===== config.mk =====
export PLATFORM = sky130hd
export DESIGN_NAME = reg_array_reader
export DESIGN_NICKNAME = d
export VERILOG_FILES = /design/src/rtl/reg_array_reader.sv
export SDC_FILE = /design/constraint.sdc
export NUM_CORES = 1
export LEC_CHECK = 0
export CAP_MARGIN = 20
export CORE_UTILIZATION = 38
export DETAILED_ROUTE_END_ITERATION = 16
export HOLD_SLACK_MARGIN = 0.1
export SKIP_CTS_REPAIR_TIMING = 1
export SYNTH_ARGS = -nofsm -noshare
export SYNTH_HDL_FRONTEND = slang
export SYNTH_SLANG_ARGS = --single-unit

===== constraint.sdc =====
create_clock -name clk -period 35.3 [get_ports clk]
set_input_delay 7.06 -clock clk [delete_from_list [all_inputs] [get_ports clk]]
set_output_delay 7.06 -clock clk [all_outputs]
set_load 0.01 [all_outputs]

===== src/rtl/reg_array_reader.sv =====
// Snapshot-and-stream reader for the FFT register array: captures N words on start and
// emits them over valid/ready. Define REG_ARRAY_READER_BITREV_EN for bit-reversed order.
module reg_array_reader #(
  parameter int N   = 32,
  parameter int MSB = 16
) (
  input  logic                 clk,
  input  logic                 rst,
  input  logic                 start,
  input  logic [N*MSB-1:0]     data_in,
  output logic [MSB-1:0]       out_data,
  output logic [$clog2(N)-1:0] out_index,
  output logic                 out_valid,
  input  logic                 out_ready,
  output logic                 out_last,
  output logic                 busy,
  output logic                 done
);

  localparam int IW = $clog2(N);

  typedef enum logic {
    IDLE   = 1'b0,
    STREAM = 1'b1
  } state_t;

  state_t         state_q, state_d;
  logic [IW-1:0]  cnt_q, cnt_d;
  logic           done_q, done_d;
  logic           capture;
  logic           last_word;
  logic [IW-1:0]  ord_idx;
  logic [MSB-1:0] snap_q [N];
  logic [MSB-1:0] snap_d [N];

  // cnt counts transfers, so out_last marks the N-th word regardless of ordering
  assign last_word = (cnt_q == IW'(N - 1));

  always_comb begin
    state_d = state_q;
    cnt_d   = cnt_q;
    done_d  = 1'b0;
    capture = 1'b0;
    case (state_q)
      IDLE: begin
        if (start) begin
          capture = 1'b1;
          cnt_d   = '0;
          state_d = STREAM;
        end
      end
      STREAM: begin
        if (out_ready) begin
          if (last_word) begin
            state_d = IDLE;
            done_d  = 1'b1;
          end else begin
            cnt_d = cnt_q + 1'b1;
          end
        end
      end
      default: state_d = IDLE;
    endcase
  end

  always_ff @(posedge clk or posedge rst) begin
    if (rst) begin
      state_q <= IDLE;
      cnt_q   <= '0;
      done_q  <= 1'b0;
    end else begin
      state_q <= state_d;
      cnt_q   <= cnt_d;
      done_q  <= done_d;
    end
  end

  // Snapshot decouples the stream from later writes into the array
  genvar gi;
  generate
    for (gi = 0; gi < N; gi++) begin : g_snap
      assign snap_d[gi] = capture ? data_in[gi*MSB +: MSB] : snap_q[gi];
    end
  endgenerate

  always_ff @(posedge clk or posedge rst) begin
    if (rst) begin
      for (int i = 0; i < N; i++) snap_q[i] <= '0;
    end else begin
      for (int i = 0; i < N; i++) snap_q[i] <= snap_d[i];
    end
  end

`ifdef REG_ARRAY_READER_BITREV_EN
  generate
    for (gi = 0; gi < IW; gi++) begin : g_bitrev
      assign ord_idx[gi] = cnt_q[IW-1-gi];
    end
  endgenerate
`else
  assign ord_idx = cnt_q;
`endif

  // Outputs decode only registered state; forced to zero outside a frame
  assign busy      = (state_q == STREAM);
  assign out_valid = busy;
  assign out_index = busy ? ord_idx : '0;
  assign out_data  = busy ? snap_q[ord_idx] : '0;
  assign out_last  = busy & last_word;
  assign done      = done_q;

endmodule


==> results of run 1 <==
registers in the layout, indices dropped and copies added (netlist names):
register,flops
snap_q,512
busy,1
cnt_q,5
done,1
tightest hold or removal path: cells and delay by family, from the launching register on:
| kind | cells | cell delay, ns |
|---|---|---|
| DFF | 1 | 0.33 |
| and+or+nand+nor | 2 | 0.10 |
power breakdown:
group	leakage, nW	total, mW	switching, mW	internal [mW]
Combinational	7.90	0.596	0.310	0.285
Clock	0.960	0.605	0.246	0.359
Sequential	6.54	0.733	0.0658	0.667
per-layer routing:
| layer | track usage (%) | part of all wire, % |
|---|---|---|
| met2 | 43.3 | 48 |
| met5 | 0 | 0.018 |
| met4 | 10.9 | 4.1 |
| met3 | 4.82 | 6.9 |
| met1 | 34.4 | 41 |
area by class of cell:
type	instances	area, um2	area share [%]
antenna	1	2.50	0.00793
clock buffer	88	1780	5.62
clock inverter	17	145	0.460
inverter	1	11.3	0.0357
multi-input combinational	1831	9940	31.5
sequential	519	13000	41.2
tap	837	1050	3.32
timing repair buffer	562	5650	17.9
stage by stage:
step	hold WS (ns)	util, %
2_1_floorplan	0.437	-
3_3_place_gp	0.450	47.9
6_report	0.467	51.2
4_1_cts	0.473	51.0
5_1_grt	0.489	51.2
3_5_place_dp	0.458	47.9
synthesized netlist by cell type, types with 5 or more instances:
cell      instances
a221oi_2          6
nor2b_1          15
buf_1             6
buf_4            14
mux4_1           13
buf_2            15
clkbuf_1        116
o221ai_1          7
a221oi_1          6
mux4_2          107
o221ai_2          5
a211oi_1          8
o21ai_1          11
nand2_1        1543
nor2_1            6
mux2_2           12
o22a_1           12
mux2i_1          28
a22oi_1           8
dfrtp_1         519
and2_1           11
buf_6            11
worst max path at each step:
stage | cells after the start | start | slack, ns | to
floorplan | 1 | rst | 13.74 | busy
global placement | 7 | cnt_q[2] | 24.30 | out_data[13]
detailed placement | 7 | cnt_q[2] | 24.29 | out_data[13]
CTS | 7 | cnt_q[2] | 23.63 | out_data[13]
global route | 7 | cnt_q[2] | 23.40 | out_data[13]
finish | 7 | cnt_q[2] | 23.61 | out_data[13]
cell families after synthesis:
logic type	after synthesis
flip-flops	519
multiplexers	160
AO/OA/AOI/OAI	73
AND/OR/NAND/NOR	1594
buffers and inverters	165
adder cells (fa/ha/maj)	2
XOR/XNOR	2
==> impl_metrics.py, run 1 <==
metrics = {
    "power_and_ir_drop": {
        "power_mw": 1.93,
        "p_leak_nw": 15.4,
        "power_density_nw_per_um2": 61.3,
        "peakVddDrop_uv": 35.9,
    },
    "critical_path": {
        "cpPeakStageDelay_ns": 0.87,
        "reg2reg_depth": 6,
        "cp_top_family": "buffers and inverters",
        "endpoint_kind": "output pin",
        "cp_max_fo": 33,
        "arrival_ns": 4.63,
        "crit_type": "reg2out",
        "reg2reg_from": "busy",
        "path_cells": "buf_4, buf_4, mux4_2, nor2b_1, a211oi_1, nor4_1, clkdlybuf4s50_1",
        "critPathLaunchType": "flip-flop",
        "r2r_end": "snap_q[308]",
        "required_ns": 28.24,
        "cp_common_cell": "buf_4",
        "worst_path_max_delay_cell": "nor4_1",
        "rrSetupSlack_ns": 32.00,
        "crit_buf_inv": 3,
    },
    "place": {
        "port_buffers": 540,
        "place_area_um2": 29600,
        "routabilityCongestion": 0.900,
        "dp.cells": 3747,
        "dpl.hpwl_um": 60700,
        "place_ws_ns": 24.29,
    },
    "global_routing": {
        "grt_pass1_vias": 20384,
        "grt.total_usage_pct": 26.3,
        "antenna_found_initial": 3,
        "grt_overflow": 0,
        "grt_pass1_wl_um": 124000,
        "grt_start_max_net_pins": 259,
    },
    "final_layout": {
        "final_nets": 3490,
        "stdcell_area_um2": 31600,
        "area_growth_pct": 33.2,
        "instances_no_fill": 3856,
        "final_common_cell": "nand2_1",
        "fillers": 5709,
        "final_cell_mix": "nand2_1, clkdlybuf4s50_1, dfrtp_1, mux4_2, clkbuf_16",
        "drive_gt1_share_pct": 8.48,
    },
    "logic_synthesis": {
        "synth_compound_area_share_pct": 2.61,
        "synth_edf_count": 0,
        "avgSynthCellArea_um2": 9.43,
        "ys_warn_count": 0,
        "synth.distinct_cells": 36,
        "synth.net_count": 3033,
        "synth_top_area_cell": "dfrtp_1",
        "synth_xor_area_share_pct": 0.0739,
        "async_flop_share_pct": 100,
        "synth_top_family_by_area": "simple AND/OR/NAND/NOR gates",
        "ys_seq_area_share_pct": 54.8,
        "synth_top_area_share_pct": 54.8,
        "ys_seq_elements": 519,
        "synthAdderAreaFrac_pct": 0.106,
        "synthTopCellsByArea": "dfrtp_1, nand2_1, mux4_2, clkbuf_1, mux4_1",
        "synthFlopType": "dfrtp_1",
        "syn-cell-area_um2": 23700,
        "syn-instance-count": 2515,
        "muxShareOfSynthArea_pct": 13.4,
        "synth-simple-area-share_pct": 25.7,
    },
    "route": {
        "drc": 0,
        "wl_per_cell_um": 21.6,
        "vias": 19540,
        "via_per_inst": 5.07,
        "drt_wl_total_um": 83100,
        "first_pass_iters": 5,
        "ant_nets": 0,
        "drt_iter0_drc": 1489,
    },
    "timing": {
        "worst_pin_slew_ns": 1.16,
        "drv_slew": 0,
        "post-route-period-util_pct": 33.1,
        "setup_viol": 0,
        "grt_setup_unrepaired": "no",
        "max_slew_margin_pct": 22.6,
        "fin_setup_tns_ns": 0,
        "min_period_ns": 11.69,
        "fin_skew_ns": 0.00788,
        "layout_setup_ws_ns": 23.61,
        "hold_viol": 0,
        "max_freq_mhz": 85.5,
    },
    "clock_tree": {
        "cts_root_buf": "clkbuf_16",
        "htree_levels": 2,
        "cts_tree": "yes",
        "cts-buffers-inserted": 57,
        "cts.sinks": 519,
        "cts_max_path_buffers": 3,
        "clk_latency_ns": 0.61,
        "clk_pin_slew_ns": 0.06,
    },
    "run_status": {
        "status": "finished clean",
    },
    "floorplan": {
        "die_area_um2": 63400,
        "start_util_pct": 38.4,
        "rows": 91,
        "die_y_um": 252,
        "io_pins": 541,
        "die_w_um": 252,
        "core_um2": 61700,
    },
    "hold_path": {
        "min_from": "snap_q[9]",
        "hold_depth": 2,
        "whs_endpoint": "snap_q[9]",
        "hp-class": "reg2reg",
    },
    "job": {
        "drv_cap": 0,
    },
}
No activity file was read; power rests on OpenSTA's default activity.
==> run 2: changes to the inputs <==
- clock period: 35.3 -> 11.2 ns (I/O delays scaled with it)
==> run 2 against run 1 <==
Setup slack worse by 19 ns. Sequential power increased to 3.1 times the previous value. Via count is 0.78% lower. Sequential share of layout area grew 0.067 points. Sequential cell count stayed put. First-iteration DRC count up 16%. Clock skew increased by 0.012 ns. Hold slack improved by 0.00051 ns. Die area did not move. Non-clock buffer count shrank 4. Clock power rose to 3.1 times the previous value. Global-route usage rose by 0.066 points. Critical path type unchanged.
==> impl_metrics.py, run 2 (synthesized netlist as in run 1, its figures left out) <==
metrics = {
    "clock_tree": {
        "cts-buffers-inserted": 57,
        "htree_levels": 2,
        "clk_pin_slew_ns": 0.06,
        "cts.sinks": 519,
        "cts_tree": "yes",
        "cts_root_buf": "clkbuf_16",
        "cts_max_path_buffers": 3,
        "clk_latency_ns": 0.62,
    },
    "power_and_ir_drop": {
        "peakVddDrop_uv": 179,
        "seqPwrFrac_pct": 37.4,
        "p_leak_nw": 15.4,
        "p_sw_mw": 1.99,
        "power_density_nw_per_um2": 194,
        "p_clk_share_pct": 30.9,
        "p_int_mw": 4.13,
        "power_mw": 6.12,
        "p_comb_share_pct": 31.7,
        "swShare_pct": 32.5,
    },
    "floorplan": {
        "die_w_um": 252,
        "core_um2": 61700,
        "die_area_um2": 63400,
        "start_util_pct": 38.4,
        "io_pins": 541,
        "die_y_um": 252,
        "rows": 91,
    },
    "timing": {
        "post-route-period-util_pct": 61.0,
        "max_freq_mhz": 146,
        "max_slew_margin_pct": 16.5,
        "drv_slew": 0,
        "grt_setup_unrepaired": "no",
        "min_period_ns": 6.84,
        "hold_viol": 0,
        "setup_viol": 0,
        "worst_pin_slew_ns": 1.25,
        "fin_skew_ns": 0.0198,
        "fin_setup_tns_ns": 0,
    },
    "final_layout": {
        "final_nets": 3486,
        "final_util_pct": 51.1,
        "stdcell_area_um2": 31500,
        "drive_gt1_share_pct": 8.19,
        "final_common_cell": "nand2_1",
        "area_growth_pct": 32.9,
        "largest_reg_flops": 512,
        "final_cell_mix": "nand2_1, clkdlybuf4s50_1, dfrtp_1, mux4_2, clkbuf_16",
        "reg_top3": "snap_q: 512 flops, cnt_q: 5 flops",
        "regMostFlops": "snap_q",
    },
    "job": {
        "drv_cap": 0,
    },
    "route": {
        "route.met3.wl_um": 6520,
        "drt_wl_total_um": 83700,
        "ant_nets": 0,
        "wl_met2_um": 40600,
        "top_layer_used": "met5",
        "drt-met1-wl_um": 33200,
        "via_per_inst": 5.04,
        "drc": 0,
        "first_pass_iters": 5,
        "wl_per_cell_um": 21.8,
        "drt_iter0_drc": 1723,
        "vias": 19387,
    },
    "critical_path": {
        "arrival_ns": 4.60,
        "cp_max_fo": 71,
        "required_ns": 8.96,
        "rrSetupSlack_ns": 7.99,
        "endpoint_kind": "output pin",
        "critPathLaunchType": "flip-flop",
        "crit_type": "reg2out",
    },
    "global_routing": {
        "grt_pass1_vias": 19949,
        "grt_pass1_wl_um": 123000,
        "antenna_found_initial": 7,
        "grt_start_max_net_pins": 249,
        "grt.total_usage_pct": 26.4,
        "grt_overflow": 0,
    },
    "place": {
        "dpl.hpwl_um": 60900,
        "routabilityCongestion": 0.905,
        "place_area_um2": 29600,
        "port_buffers": 540,
    },
    "run_status": {
        "status": "finished clean",
    },
    "hold_path": {
        "hp-class": "reg2reg",
    },
}
==> run 2: cell count changes in the layout (fill, tap and decap cells not counted), sizes merged <==
cell,previous run,this run
clkbuf,88,81
buf,22,18
clkinv,12,9
diode,1,3
bufinv,2,3
==> run 2: power by group through the flow <==
stage	Sequential (mW)	Combinational (mW)	Clock, mW
after floorplan	2.22	1.17	0
after global placement	2.33	1.89	0
after detailed placement	2.31	1.93	0
after CTS	2.28	1.94	1.92
after global routing	2.31	2.06	2.00
final	2.29	1.94	1.89
==> run 2: area by class of cell <==
cell class                      count  area (um2)
Inverter                            1        7.51
Clock inverter                     15         164
Timing Repair Buffer              558        5640
Sequential cell                   519       13000
Multi-Input combinational cell   1831        9940
Tap cell                          837        1050
Clock buffer                       81        1710
Fill cell                        5722       30200
Antenna cell                        3        7.51
==> run 2: final timing paths <==
kind / end / cells after the start / startpoint
setup / recovery: out_data[9] / 6 / cnt_q[0]
hold / removal: snap_q[355] / 2 / snap_q[355]
setup reg to reg: snap_q[32] / 6 / busy
hold reg to reg: snap_q[355] / 2 / snap_q[355]
max in group asynchronous: cnt_q[0] / 4 / rst
min in group asynchronous: snap_q[174] / 2 / rst
==> run 2: metal layers <==
metal  track usage [%]  vias up
li1                  -     8967
met1              33.3     9553
met5                 0        -
met3              6.04      137
met4              11.1        4
met2              43.7      726
==> run 2: worst max-delay path: stages, from the launching register on <==
cell,delay (ns)
dfrtp_4,0.66
buf_4,0.85
mux4_2,0.38
o22a_1,0.13
o21ai_1,0.14
a221oi_1,1.04
clkdlybuf4s50_1,0.72
==> run 2: stage by stage <==
step	hold slack (ns)	setup slack [ns]	instances
global placement	0.451	4.30	3744
global route	0.485	4.23	3843
detailed placement	0.455	5.01	3745
CTS	0.471	4.34	3841
floorplan	0.437	1.91	2515
finish	0.467	4.36	3845
==> variant 1, RTL diff (settings of run 2) <==
The option `REG_ARRAY_READER_BITREV_EN` is turned on by a define.
--- a/src/rtl/reg_array_reader.sv
+++ b/src/rtl/reg_array_reader.sv
@@ -1,5 +1,7 @@
 // Snapshot-and-stream reader for the FFT register array: captures N words on start and
 // emits them over valid/ready. Define REG_ARRAY_READER_BITREV_EN for bit-reversed order.
+`define REG_ARRAY_READER_BITREV_EN
+
 module reg_array_reader #(
   parameter int N   = 32,
   parameter int MSB = 16
Formal check against the unedited RTL: not equivalent (Yosys sat finds a counterexample within 4 cycles, from zero or initial values and one cycle with rst high).
==> variant 1 against run 2 <==
Power decreased by 3.1%. Worst hold slack improved by 0.0024 ns. Die area decreased by 1.1%. First-iteration DRC count decreased by 8.3%. Routed wire length decreased by 2.7%. Largest power group unchanged. Combinational power decreased by 9%. Global-route usage decreased by 0.38 points. Final cell count decreased by 1.5%. Via count decreased by 0.14%. Sequential cell count unchanged. Synthesized area decreased by 1.1%. Synthesized cell count decreased by 0.76%. Design area decreased by 0.65%. Setup slack got worse by 0.078 ns.
==> variant 1: results (changes against run 2) <==
- Status: complete, no violations
- Leakage: 15.19 nW (-1.1%)
- Tot GR Track Use: 0.2601 (-0.003775)
- First-pass GRT wire length: 122,200 microns (-0.78%)
- VDD IR-drop max: 119.2 uV (-33%)
- Layout Nets: 3,472 (-0.40%)
- Final Wtd Congestion: 0.8715 (-3.7%)
- Slew HR: 0.2702 (+0.1048)
- Crit path DAT: 4.67 ns (+0.07 ns)
- Worst path slowest cell: dfrtp_4
- Met3 routed WL: 4817 microns (-26%)
- Top cell types by occurrence after synthesis: nand2_1, dfrtp_1, mux4_2
- Hold_sp: snap_q[492]
- CTS Buf Count: 54 (-5.3%)
- Clock-pin slew on the worst setup and hold paths: 0.06 ns (about the same)
- Pin count of the biggest net entering global routing: 204 (-18%)
- Clock skew: 0.02880 ns (+0.009050 ns)
- Crit. Startpoint: cnt_q[3]
- Sequential area share after synthesis: 0.5540 (+0.006170)
- Clock Path Buffers: 3 (unchanged)
- Crit path max-delay family: buffers and inverters
- DRT iter0 DRCs: 1,580 (-8.3%)
- Synth area leaders: dfrtp_1, nand2_1, mux4_2
- Yosys cell types: 28 (-22%)
- Number of port buffers: 540 (unchanged)
- Yosys warnings: 0 (unchanged)
- Synthesized Nets: 3,014 (-0.63%)
- Worst-Skew Late Latency: 0.61 ns
- CP Max Fanout: 67 (-5.6%)
- Met1 Routed Length: 34,900 microns (+5.2%)
- Max stage delay on crit path: 1.09 ns (+0.05 ns)
- Share of cells above drive strength 1: 0.08406 (+0.002192)
- Post-Place Worst Slack: 4.819 ns (-0.1941 ns)
- Routed WL: 81,480 microns (-2.7%)
- Uppermost layer routed: met4
- DR vias/cell: 5.113 (+1.4%)
- Met2 wire length: 38,680 microns (-4.8%)
- Vias in the first global route: 20,043 (+0.47%)
- DRT Pass-1 Iters: 5 (unchanged)
- Post-DP HPWL: 59,540 microns (-2.3%)
==> variant 1: cell count changes after synthesis, sizes merged, moves of 11 or more <==
cell and change:
a21oi +13, and2 +12, mux2 -12, nor2b -12, o22a -12, clkbuf +11
==> variant 1: cells by family (layout without fill, tap and decap cells) <==
family                   after synthesis  after routing  share of synthesized area
AND/OR/NAND/NOR                     1581           1581                     0.2571
other                                  0              6                          0
multiplexers                         160            160                     0.1366
AO/OA/AOI/OAI                         67             67                    0.01996
XOR/XNOR                               1              1                  0.0003737
adder cells (fa/ha/maj)                2              2                   0.001067
buffers and inverters                166            668                    0.03085
flip-flops                           519            519                     0.5540
==> variant 1: path summary, 6_finish.rpt <==
path                                     to  slack (ns)  cells after the start
worst max-delay path            out_data[0]        4.29                      6
worst min-delay path            snap_q[492]        0.47                      2
worst max register to register  snap_q[498]        8.21                      7
worst min register to register  snap_q[492]        0.47                      2
max in group asynchronous       snap_q[351]        6.74                      4
min in group asynchronous       snap_q[126]        2.15                      2
==> variant 1: where the power goes <==
part / internal [W] / total [W] / switching [W]
Sequential: 0.00210 / 0.00232 / 0.000214
Combinational: 0.000897 / 0.00177 / 0.000874
Clock: 0.00108 / 0.00184 / 0.000760
Total: 0.00408 / 0.00593 / 0.00185
==> variant 1: stage by stage <==
| step | hold WS, ns | std cells | total power, W | cell area, sq um | util |
|---|---|---|---|---|---|
| 6_report | 0.4697 | 3786 | 0.005928 | 31310 | 0.5159 |
| 5_1_grt | 0.4873 | 3786 | 0.006203 | 31310 | 0.5159 |
| 4_1_cts | 0.4730 | 3774 | 0.005978 | 31140 | 0.5130 |
| 3_5_place_dp | 0.4582 | 3674 | 0.004120 | 29320 | 0.4831 |
| 3_3_place_gp | 0.4527 | 3674 | 0.004097 | 29320 | 0.4831 |
| 2_1_floorplan | 0.4403 | 2496 | 0.003356 | 23450 | - |
==> variant 1: worst register-to-register path, stage by stage, from the launching register on <==
cell     delay (ns)
dfrtp_1        0.36
buf_4          0.27
nor2b_4        0.30
buf_12         0.26
buf_4          0.47
buf_4          0.88
nand2_1        0.30
nand2_1        0.10
==> variant 1: layer usage <==
layer | track usage | up-vias
met4 | 0.1062 | 0
met2 | 0.4174 | 708
met5 | 0 | -
met1 | 0.3539 | 9608
li1 | - | 8915
met3 | 0.03990 | 128
==> variant 1: cell type report <==
| cell class | count | area [sq um] |
|---|---|---|
| Fill cell | 5490 | 29390 |
| Sequential cell | 519 | 13000 |
| Multi-Input combinational cell | 1811 | 9752 |
| Timing Repair Buffer | 567 | 5746 |
| Clock buffer | 81 | 1604 |
| Tap cell | 782 | 978.4 |
| Clock inverter | 19 | 211.5 |
| Antenna cell | 6 | 15.01 |
| Inverter | 1 | 7.507 |
==> variant 2, RTL diff (config.mk and constraints of run 2) <==
Made on the original files. Reset style: synchronous (`rst`), changed in 2 clocked blocks.
--- a/src/rtl/reg_array_reader.sv
+++ b/src/rtl/reg_array_reader.sv
@@ -63,7 +63,7 @@
     endcase
   end
 
-  always_ff @(posedge clk or posedge rst) begin
+  always_ff @(posedge clk) begin
     if (rst) begin
       state_q <= IDLE;
       cnt_q   <= '0;
@@ -83,7 +83,7 @@
     end
   endgenerate
 
-  always_ff @(posedge clk or posedge rst) begin
+  always_ff @(posedge clk) begin
     if (rst) begin
       for (int i = 0; i < N; i++) snap_q[i] <= '0;
     end else begin
Behaviour: differs if rst is asserted again (counterexample within 4 cycles, from zero or initial values and one cycle with rst high); with rst held inactive, the same outputs for 4 cycles.
==> variant 2 against run 2 <==
Synthesized area decreased by 0.44%. Maximum frequency increased by 6.3%. Critical path depth unchanged. Sequential cell count increased by 5. Worst hold slack improved by 0.068 ns. Sequential share of layout area increased by 8.1 points. Setup slack improved by 0.40 ns. Routed wire length decreased by 16%. Design area increased by 0.54%. Critical endpoint is now out_data[4].
Power is not compared: it rests on default switching activity, and its combinational part moved more than twofold at a synthesized area within 25%.
==> variant 2: results (changes against run 2) <==
- Status: complete, no violations
- Post-synth ARST share: 0 (-1.000)
- DRT iter0 DRCs: 1,116 (-35%)
- Slew HR: 0.1821 (+0.01671)
- Syn_area_per_cell: 16.27 sq um (+73%)
- Clock skew: 0.02290 ns (+0.003144 ns)
- Crit path DAT: 4.19 ns (-0.41 ns)
- Max stage delay on crit path: 0.74 ns (-0.30 ns)
- Fill cell count: 5,064 (-11%)
- Post-DP HPWL: 50,180 microns (-18%)
- DRT Pass-1 Iters: 7 (+2)
- Share of cells above drive strength 1: 0.1179 (+0.03608)
- Number of port buffers: 540 (unchanged)
- Tot GR Track Use: 0.2192 (-0.04467)
- Area after DPL: 29,600 sq um (about the same)
- Synthesized Nets: 1,969 (-35%)
- Routed WL: 70,230 microns (-16%)
- Pin count of the biggest net entering global routing: 289 (+16%)
- DP Cell Count: 2,678 (-28%)
- Synth area leaders: edfxtp_1, mux4_2, and2_1
- Top flop regs: snap_q x512, cnt_q x5
- Layout Nets: 2,472 (-29%)
- Max Slew Vio Count: 0 (unchanged)
- Yosys warnings: 0 (unchanged)
- Fin cells: 2,796 (-27%)
- CTS Buf Count: 56 (-1.8%)
- First-pass GRT wire length: 98,880 microns (-20%)
- Clock Path Buffers: 3 (unchanged)
- VDD IR-drop max: 109.5 uV
- Post-Place Worst Slack: 5.274 ns (+0.2608 ns)
- CP Max Fanout: 46 (-35%)
- Top cell types by occurrence after synthesis: edfxtp_1, and2_1, nor2b_1
- Number of synthesized flops with an enable pin: 512 (+512)
- Hold path cells: 2 (unchanged)
- Yosys cell types: 36 (unchanged)
- Sequential area share after synthesis: 0.6616 (+0.1138)
- Worst path slowest cell: buf_4
- CTS H-tree depth: 2 (unchanged)
- Leakage: 11.26 nW
- Initial antenna violation count: 14 (+7)
- DR vias/cell: 5.098 (+1.1%)
- Cell count of the worst reg-to-reg path: 5 (-1)
- Vias in the first global route: 14,845 (-26%)
- Switch share: 0.2119
- Final Wtd Congestion: 0.8103 (-10%)
[variant 2: cell families (layout without fill, tap and decap cells)]
logic type | count (synthesis) | count (layout) | share of synthesized area
xor gates and xnor gates | 2 | 2 | 0.0007423
AOI/OAI and AO/OA | 83 | 83 | 0.02762
DFF | 524 | 524 | 0.6616
adders and majority gates | 2 | 2 | 0.001060
and+or+nand+nor | 555 | 555 | 0.1454
other | 0 | 13 | 0
buffers and inverters | 109 | 659 | 0.02359
muxes | 176 | 176 | 0.1400
[variant 2: metal layers]
layer  track usage  share of wire  vias up
met5             0        0.00031        -
met4       0.08641          0.030        4
met3       0.04525          0.068       92
met2        0.3687           0.51      504
met1        0.2772           0.39     7174
li1              -              -     6481
[variant 2: power by group through the flow]
stage               Combinational [W]  Sequential [W]  Clock (W)
floorplan                    0.000209         0.00243          0
global placement             0.000482         0.00241          0
detailed placement           0.000485         0.00242          0
CTS                          0.000487         0.00238    0.00210
global route                 0.000512         0.00239    0.00217
finish                       0.000480         0.00238    0.00206
[variant 2: final cells by class]
class	instances	area, sq um	share of cell area
well taps	782	978.4	0.03088
inverters	1	3.754	0.0001185
diodes	13	32.53	0.001027
clock inverters	42	621.8	0.01963
flip-flops and latches	524	15620	0.4931
clock buffers	63	1428	0.04506
multi-input cells	818	7440	0.2348
repair buffers	553	5558	0.1754
[variant 2: final timing paths]
kind         startpoint       endpoint  slack (ns)
max reg2reg        busy  snap_q[9][11]        7.12
min reg2reg    cnt_q[4]      flip-flop        0.54
max           flip-flop    out_data[4]        4.77
min            cnt_q[4]      flip-flop        0.54
[variant 2: tightest hold or removal path, delay by kind of cell, from the launching register on]
kind | cells | cell delay, ns
AO/OA/AOI/OAI | 1 | 0.07
flip-flops | 1 | 0.33
AND/OR/NAND/NOR | 1 | 0.09
